[src/rtl/snitch_icache_pkg.sv]
// Shared types for the Snitch instruction cache.
// Contents: config_t (cache geometry), refill_state_e (refill responder FSM)
// and the fallback geometry used when a config_t field is left at zero.
package snitch_icache_pkg;

  typedef struct packed {
    int unsigned FETCH_AW;
    int unsigned LINE_WIDTH;
    int unsigned PENDING_IW;
  } config_t;

  typedef enum logic [1:0] {
    IDLE,
    FETCH,
    RESPOND
  } refill_state_e;

  // A zero field in config_t selects these values, so a default-constructed
  // CFG still describes a usable cache.
  localparam int unsigned DFLT_FETCH_AW   = 32;
  localparam int unsigned DFLT_LINE_WIDTH = 128;
  localparam int unsigned DFLT_PENDING_IW = 2;

  function automatic int unsigned cfg_or_default(input int unsigned v, input int unsigned d);
    return (v == 0) ? d : v;
  endfunction

endpackage

[src/rtl/snitch_icache_refill_responder.sv]
// Refill responder: turns one cache-line refill request into BEATS memory
// beat reads, assembles the returned beats into a line and answers with it.
// Ports: in_req_* (line request, valid/ready), in_rsp_* (line response,
// valid/ready), mem_* (beat requests with grant, in-order unstallable rvalid).
// Optional: SNITCH_ICACHE_REFILL_CRITICAL_WORD_FIRST_EN fetches the requested
// beat first and wraps around the line.
module snitch_icache_refill_responder
  import snitch_icache_pkg::*;
#(
  parameter config_t       CFG    = '0,
  parameter int unsigned   MEM_DW = 64,
  localparam int unsigned  AW     = cfg_or_default(CFG.FETCH_AW, DFLT_FETCH_AW),
  localparam int unsigned  LW     = cfg_or_default(CFG.LINE_WIDTH, DFLT_LINE_WIDTH),
  localparam int unsigned  IW     = cfg_or_default(CFG.PENDING_IW, DFLT_PENDING_IW)
) (
  input  logic          clk_i,
  input  logic          rst_ni,
  input  logic [AW-1:0] in_req_addr_i,
  input  logic [IW-1:0] in_req_id_i,
  input  logic          in_req_valid_i,
  output logic          in_req_ready_o,
  output logic [LW-1:0] in_rsp_data_o,
  output logic          in_rsp_error_o,
  output logic [IW-1:0] in_rsp_id_o,
  output logic          in_rsp_valid_o,
  input  logic          in_rsp_ready_i,
  output logic          mem_req_o,
  output logic [AW-1:0] mem_addr_o,
  input  logic          mem_gnt_i,
  input  logic          mem_rvalid_i,
  input  logic [MEM_DW-1:0] mem_rdata_i,
  input  logic          mem_err_i
);

  localparam int unsigned BEATS      = LW / MEM_DW;
  localparam int unsigned BIW        = (BEATS > 1) ? $clog2(BEATS) : 1;
  localparam int unsigned CW         = $clog2(BEATS + 1);
  localparam int unsigned LINE_BYTES = LW / 8;
  localparam int unsigned BEAT_OFF   = $clog2(MEM_DW / 8);

  refill_state_e state_q, state_d;

  logic [AW-1:0]  base_q;
  logic [IW-1:0]  id_q;
  logic           err_q;
  logic [CW-1:0]  issue_q;
  logic [CW-1:0]  recv_q;
  logic [BIW-1:0] start_q;
  logic [BIW-1:0] start_d;
  logic [BEATS-1:0][MEM_DW-1:0] line_q;

  logic           accept;
  logic           issuing;
  logic           gnt_fire;
  logic           rsp_fire;
  logic [BIW-1:0] issue_idx;
  logic [BIW-1:0] recv_idx;

  // (s + k) mod BEATS without a divider; both operands are below BEATS.
  function automatic logic [BIW-1:0] wrap_idx(input logic [BIW-1:0] s, input logic [CW-1:0] k);
    logic [CW:0] sum;
    sum = (CW+1)'(s) + (CW+1)'(k);
    if (sum >= (CW+1)'(BEATS)) sum = sum - (CW+1)'(BEATS);
    return BIW'(sum);
  endfunction

`ifdef SNITCH_ICACHE_REFILL_CRITICAL_WORD_FIRST_EN
  assign start_d = BIW'((in_req_addr_i & AW'(LINE_BYTES - 1)) >> BEAT_OFF);
`else
  assign start_d = '0;
`endif

  assign accept    = (state_q == IDLE) && in_req_valid_i;
  assign issuing   = (state_q == FETCH) && (issue_q < CW'(BEATS));
  assign gnt_fire  = issuing && mem_gnt_i;
  // Beats beyond what was granted are stray and dropped.
  assign rsp_fire  = mem_rvalid_i && (recv_q < issue_q);
  assign issue_idx = wrap_idx(start_q, issue_q);
  assign recv_idx  = wrap_idx(start_q, recv_q);

  always_ff @(posedge clk_i or negedge rst_ni) begin
    if (!rst_ni) begin
      state_q <= IDLE;
    end else begin
      state_q <= state_d;
    end
  end

  always_comb begin
    state_d        = state_q;
    in_req_ready_o = 1'b0;
    in_rsp_valid_o = 1'b0;
    in_rsp_data_o  = '0;
    in_rsp_error_o = 1'b0;
    in_rsp_id_o    = '0;
    mem_req_o      = 1'b0;
    mem_addr_o     = '0;
    unique case (state_q)
      IDLE: begin
        in_req_ready_o = 1'b1;
        if (in_req_valid_i) state_d = FETCH;
      end
      FETCH: begin
        mem_req_o = issuing;
        if (issuing) mem_addr_o = base_q + (AW'(issue_idx) << BEAT_OFF);
        // Leave as soon as the final beat lands so the response is
        // presented on the very next cycle.
        if (rsp_fire && (recv_q == CW'(BEATS - 1))) state_d = RESPOND;
      end
      RESPOND: begin
        in_rsp_valid_o = 1'b1;
        in_rsp_data_o  = line_q;
        in_rsp_error_o = err_q;
        in_rsp_id_o    = id_q;
        if (in_rsp_ready_i) state_d = IDLE;
      end
      default: state_d = IDLE;
    endcase
  end

  always_ff @(posedge clk_i or negedge rst_ni) begin
    if (!rst_ni) begin
      base_q  <= '0;
      id_q    <= '0;
      err_q   <= 1'b0;
      issue_q <= '0;
      recv_q  <= '0;
      start_q <= '0;
      line_q  <= '0;
    end else if (accept) begin
      base_q  <= in_req_addr_i & ~AW'(LINE_BYTES - 1);
      id_q    <= in_req_id_i;
      err_q   <= 1'b0;
      issue_q <= '0;
      recv_q  <= '0;
      start_q <= start_d;
    end else begin
      // Grant and response are independent; both may fire in one cycle.
      if (gnt_fire) issue_q <= issue_q + CW'(1);
      if (rsp_fire) begin
        line_q[recv_idx] <= mem_rdata_i;
        recv_q           <= recv_q + CW'(1);
        err_q            <= err_q | mem_err_i;
      end
    end
  end

`ifndef SYNTHESIS
  stray_rvalid: assert property (@(posedge clk_i) disable iff (!rst_ni)
    mem_rvalid_i |-> (recv_q < issue_q));
`endif

endmodule

[config.mk]
export PLATFORM = sky130hd
export DESIGN_NAME = snitch_icache_refill_responder
export DESIGN_NICKNAME = d
export VERILOG_FILES = /design/src/rtl/snitch_icache_pkg.sv /design/src/rtl/snitch_icache_refill_responder.sv
export SDC_FILE = /design/constraint.sdc
export NUM_CORES = 1
export LEC_CHECK = 0
export ABC_AREA = 0
export CAP_MARGIN = 20
export CORE_MARGIN = 4
export CORE_UTILIZATION = 45
export DETAILED_ROUTE_END_ITERATION = 12
export PLACE_DENSITY = 0.82
export SETUP_SLACK_MARGIN = 0.5
export SLEW_MARGIN = 30
export SYNTH_ARGS = -nofsm -noshare
export SYNTH_HDL_FRONTEND = slang
export SYNTH_SLANG_ARGS = --single-unit
[constraint.sdc]
create_clock -name clk_i -period 2.8 [get_ports clk_i]
set_clock_uncertainty 0.2 [all_clocks]
set_input_delay 0.56 -clock clk_i [delete_from_list [all_inputs] [get_ports clk_i]]
set_output_delay 0.56 -clock clk_i [all_outputs]
set_load 0.02 [all_outputs]
=== Word-level counts from Yosys, hierarchy flattened ===
Cells that the tools add are included.

* Output and inout bits: 166
* Word-level logic and storage cells: 61
* Register bits after elaboration: 165
* Input port bits: 105

* Eq/ne operators: 6
* Reduce and logical (&&, ||, !) cells: 11
* Multiplexer cells: 23
* Bitwise operators: 2
* Magnitude comparators: 6
* Add/sub/neg operators: 5

{| class="wikitable"
|+ Operators by type and width
! cell !! count
|-
| bitwise mux 128 bit || 1
|-
| 2-to-1 mux 128 bit || 1
|-
| demux 64 bit (select 1 bit) || 1
|-
| 2-to-1 mux 32 bit || 2
|-
| 2-to-1 mux 64 bit || 1
|-
| adder 32 x 4 -> 32 bit || 1
|-
| 2-to-1 mux 2 bit || 8
|-
| 2-to-1 mux 1 bit || 8
|-
| logical AND 1 bit || 6
|-
| case mux 2 bit (3 select lines) || 1
|-
| adder 2 x 1 -> 2 bit (second input constant) || 2
|-
| == test 2 x 1 -> 1 bit (second input constant) || 2
|-
| greater-or-equal comparator 2 bit (second input constant) || 2
|-
| inequality test 2 bit (second input constant) || 2
|-
| nonzero test 2 bit || 2
|-
| AND reduction 3 bit || 1
|-
| == test 2 bit (second input constant) || 1
|-
| zero test 2 bit || 1
|-
| less-than comparator 1 x 2 -> 1 bit (second input constant) || 1
|-
| less-than comparator 2 bit || 1
|-
| less-than comparator 2 bit (second input constant) || 1
|-
| inequality test 2 x 1 -> 1 bit (second input constant) || 1
|-
| AND reduction 2 bit || 1
|-
| subtractor 1 bit (second input constant) || 2
|-
| 3 further kinds || 3
|}

=== Logic depth before layout (Yosys ltp) ===
* Depth after elaboration: 7
* Depth in mapped cells: 7
* Gate-level depth less buffers: 5

=== Worst setup path after synthesis ===
No wires, ideal clock.

* Path type: register -> register
* Start: register issue_q[1]
* End: register line_q[10] (netlist name)
* Library setup time: 0.125 ns
* Setup slack: 0.468 ns
* Period minus slack after synthesis: 2.332 ns
* Buffers on the path: 1
* Cell stages (with the launch flop): 7
* Required time: 2.475 ns
* Arrival: 2.007 ns
* Cell sequence: dfrtp_1 inv_1 ha_1 nand2b_1 a2111oi_4 buf_6 mux2_4

* Longest elaborated chain between the ends: 3

{| class="wikitable"
|+ RTL lines
! item !! RTL line !! RTL
|-
| start: declaration || snitch_icache_refill_responder.sv:46 || <nowiki>logic [CW-1:0] issue_q;</nowiki>
|-
| start signal: assignment || snitch_icache_refill_responder.sv:139 || <nowiki>if (gnt_fire) issue_q <= issue_q + CW'(1);</nowiki>
|-
| less-than comparator 2 bit || snitch_icache_refill_responder.sv:77 || <nowiki>assign rsp_fire = mem_rvalid_i && (recv_q < issue_q);</nowiki>
|-
| logical AND 1 bit || snitch_icache_refill_responder.sv:77 ||
|-
| AND reduction 2 bit (no source line) || - ||
|-
| end signal: indexed assignment || snitch_icache_refill_responder.sv:141 || <nowiki>line_q[recv_idx] <= mem_rdata_i;</nowiki>
|-
| end: declaration || snitch_icache_refill_responder.sv:50 || <nowiki>logic [BEATS-1:0][MEM_DW-1:0] line_q;</nowiki>
|}

No other way between the ends.
A chain may end at the register's enable or synchronous reset.

=== Final worst setup path ===
* Start: register state_q[0]
* End: output port mem_addr_o[11]

* Longest elaborated chain between the ends: 4

{| class="wikitable"
|+ RTL lines
! item !! RTL line !! RTL
|-
| start: declaration || snitch_icache_refill_responder.sv:41 || <nowiki>refill_state_e state_q, state_d;</nowiki>
|-
| start signal: assignment || snitch_icache_refill_responder.sv:85 || <nowiki>state_q <= state_d;</nowiki>
|-
| == test 2 x 1 -> 1 bit * || snitch_icache_refill_responder.sv:74, snitch_icache_refill_responder.sv:98 ||
|-
| logical AND 1 bit || snitch_icache_refill_responder.sv:74 || <nowiki>assign issuing = (state_q == FETCH) && (issue_q < CW'(BEATS));</nowiki>
|-
| 2-to-1 mux 32 bit || snitch_icache_refill_responder.sv:105 || <nowiki>if (issuing) mem_addr_o = base_q + (AW'(issue_idx) << BEAT_OFF);</nowiki>
|-
| 2-to-1 mux 32 bit * || snitch_icache_refill_responder.sv:98 || <nowiki>unique case (state_q)</nowiki>
|-
| end: declaration || snitch_icache_refill_responder.sv:28 || <nowiki>output logic [AW-1:0] mem_addr_o,</nowiki>
|}

Every way passes the cells marked *; elsewhere a longest branch is shown, timed or not.

==> flow_metrics.py <==
metrics = {
    "run_status": {
        "status": "completed",
    },
    "power_and_ir_drop": {
        "p_seq_share_pct": 36.3,
        "p_int_w": 0.00823,
        "combPwrFrac_pct": 43.4,
        "powerDensity_nw_per_um2": 994,
        "ir_drop_mv": 0.689,
        "clkPwrFrac_pct": 20.3,
        "power.leakage_nw": 5.47,
        "swShare_pct": 30.7,
        "switching_power_w": 0.00364,
    },
    "floorplanning": {
        "fp.dieH_um": 138,
        "rows": 47,
        "core_area_um2": 16600,
        "fp.dieArea_um2": 19100,
        "fp.dieW_um": 138,
        "initial_core_util_pct": 45.9,
        "ios": 271,
    },
    "logic_synthesis": {
        "syn_avg_cell_area_um2": 13.7,
        "ys_ff_latch": 165,
        "yosysUniqueCellTypes": 32,
        "seq_area_frac_synth_pct": 54.2,
        "syn_inst": 556,
        "syn_area_um2": 7620,
        "yosys_warnings": 0,
    },
    "timing": {
        "fmax_mhz": 406,
        "maxSlewViolCount": 0,
        "max-slew-margin-rel_pct": 64.6,
        "rsz0062_at_grt": "yes",
        "tns_ns": 0,
        "worst_pin_slew_ns": 0.532,
        "hold_viol": 0,
        "min_period_ns": 2.46,
        "setup_viol": 0,
        "worst_slack_ns": 0.335,
        "fin_crit_sh_pct": 88.0,
    },
    "clock_network": {
        "insertion_delay_ns": 0.41,
        "cts_made_buffers": 17,
        "clock-sinks": 165,
        "cts_tree": "done",
        "cts_buffer_depth": 2,
        "clkTransAtPathRegs_ns": 0.06,
        "root_buffer": "clkbuf_16",
        "cts.htree.levels": 4,
    },
    "route": {
        "firstDrtPassIters": 4,
        "num_vias": 5377,
        "finalWirelength_mm": 21.8,
        "avgRoutedWirePerCell_um": 20.2,
        "drc": 0,
        "via_per_inst": 4.98,
        "drtAntennaViolNets": 0,
        "drt_iter0_drc": 156,
    },
    "critical_path": {
        "arrival_ns": 1.70,
        "cp_max_fo": 8,
        "reg2regPathDepth": 7,
        "crit_type": "flop to primary output",
        "cp-start-kind": "flop",
        "critPathCaptureType": "primary output",
        "required_ns": 2.04,
    },
    "placed_design": {
        "portBuffers": 263,
        "dp_hpwl_mm": 13.2,
        "post-place-ws_ns": 0.111,
        "gp_congestion": 0.782,
        "dpl_cell_area_um2": 10600,
    },
    "finish": {
        "finalNetCount": 953,
        "final_area_um2": 11900,
        "regArea_um2": 4130,
        "final_util_pct": 72.0,
        "syn2layout_area_growth_pct": 56.7,
        "multi_input_area_um2": 3540,
        "antennaDiodeCount": 0,
        "fillers": 1063,
        "drive_above_1_share_pct": 57.7,
    },
    "hold_path": {
        "hp-class": "flop to flop",
        "holdPathStages": 1,
    },
    "global_routing": {
        "grt_pass1_vias": 5884,
        "overflow": 0,
        "grt_first_pass_wirelength_mm": 33.2,
        "grt_util_all_layers_pct": 21.6,
        "antenna_found_initial": 0,
        "grt_max_degree": 67,
    },
    "job": {
        "drv_cap": 0,
    },
}
## logic make-up after synthesis
group	after synthesis	synth area share (%)
buf+inv	43	3.02
other cells	1	0.0492
mux	158	26.3
xor+xnor	1	0.115
fa+ha+maj	2	0.329
compound gates	13	1.46
flops	165	54.2
simple gates	173	14.5
## critical path, cell delays in order (launching register included)
cell	delay [ns]
dfrtp_2	0.42
buf_4	0.14
nor3b_4	0.15
buf_4	0.16
buf_12	0.13
and2_1	0.15
buf_4	0.15
## stage by stage
step / total power, W / instances / hold WS, ns
floorplan: 0.00705 / 558 / 0.0644
global placement: 0.00837 / 1017 / 0.280
CTS: 0.0111 / 1066 / 0.301
finish: 0.0119 / 1079 / 0.297
detailed placement: 0.00861 / 1017 / 0.284
global route: 0.0125 / 1079 / 0.315
## per-layer routing
metal / vias to the layer above / part of all wire [%] / GRT usage, %
li1: 2440 / - / -
met1: 2713 / 41 / 26.9
met2: 199 / 51 / 36.4
met3: 25 / 6.2 / 6.94
met4: 0 / 1.7 / 6.03
met5: - / 0 / 0
## power by group through the flow
stage	Combinational, W	Clock, W	Sequential [W]
after floorplan	0.00304	0	0.00401
after global placement	0.00420	0	0.00417
after detailed placement	0.00435	0	0.00425
after CTS	0.00435	0.00246	0.00424
after global routing	0.00545	0.00259	0.00446
final	0.00515	0.00241	0.00430
## cell type report
class                      instances  area share [%]
sequential                       165            34.6
multi-input combinational        350            29.6
timing repair buffer             306            28.0
clock buffer                      18            3.68
tap                              220            2.31
clock inverter                    14            1.45
inverter                           6           0.252
## sequential cells by signal (all words and copies together) (netlist names)
register and count:
line_q 128, base_q 28, id_q 2, issue_q 2
recv_q 2, state_q 2, err_q 1
## cells in the mapped netlist
cell       instances  share of area, %
nor4bb_1           1              0.13
and2b_2            1              0.12
o211ai_1           1             0.099
xnor2_1            1              0.12
inv_1              6              0.30
buf_2             10              0.66
mux2_4            60                12
o21bai_1           1             0.099
nand2b_1           3              0.25
buf_1              1             0.049
mux2_2            98                14
a2111oi_4          1              0.36
a211o_2            1              0.13
conb_1             1             0.049
o21ai_0            2              0.13
clkbuf_1          17              0.84
buf_4              3              0.30
nor2_1             3              0.15
a21oi_1            3              0.20
buf_6              6              0.89
nor4b_2            1              0.20
dfrtp_1          165                54
and2_1           159                13
ha_1               2              0.33
nor3b_1            1             0.099
nor2b_1            1             0.082
nor3b_2            1              0.16
o211a_1            1              0.13
nand3_1            1             0.066
a211oi_1           2              0.20
nand2b_4           1              0.18
o32ai_1            1              0.12
## repair_timing
item                                    4_1_cts  5_1_grt
endpoints found under the setup margin      253      288
gates cloned                                  8        8
resized for setup                           670      230
buffers inserted                              8        5
endpoints found under the hold margin        54        0
hold buffers                                  1        0
pin swaps                                    13       61
## final timing paths
path | from | endpoint | slack [ns]
max in group asynchronous | rst_ni | line_q[67] | 1.16
min in group asynchronous | rst_ni | line_q[37] | 0.49
min reg2reg | line_q[96] | line_q[96] | 0.30
min | line_q[96] | line_q[96] | 0.30
max | state_q[0] | mem_addr_o[11] | 0.34
max reg2reg | issue_q[1] | line_q[16] | 0.55
## placed cells by master, fill, tap and decap left out, drive strengths merged, types with 4 or more instances in the layout
cell and n:
dfrtp 165, inv 10, buf 153, clkinv 5, clkdlybuf4s15 27, clkdlybuf4s50 99
clkbuf 43, and2 159, mux2 158, nand2b 4
Power figures use the tool's default switching activity.
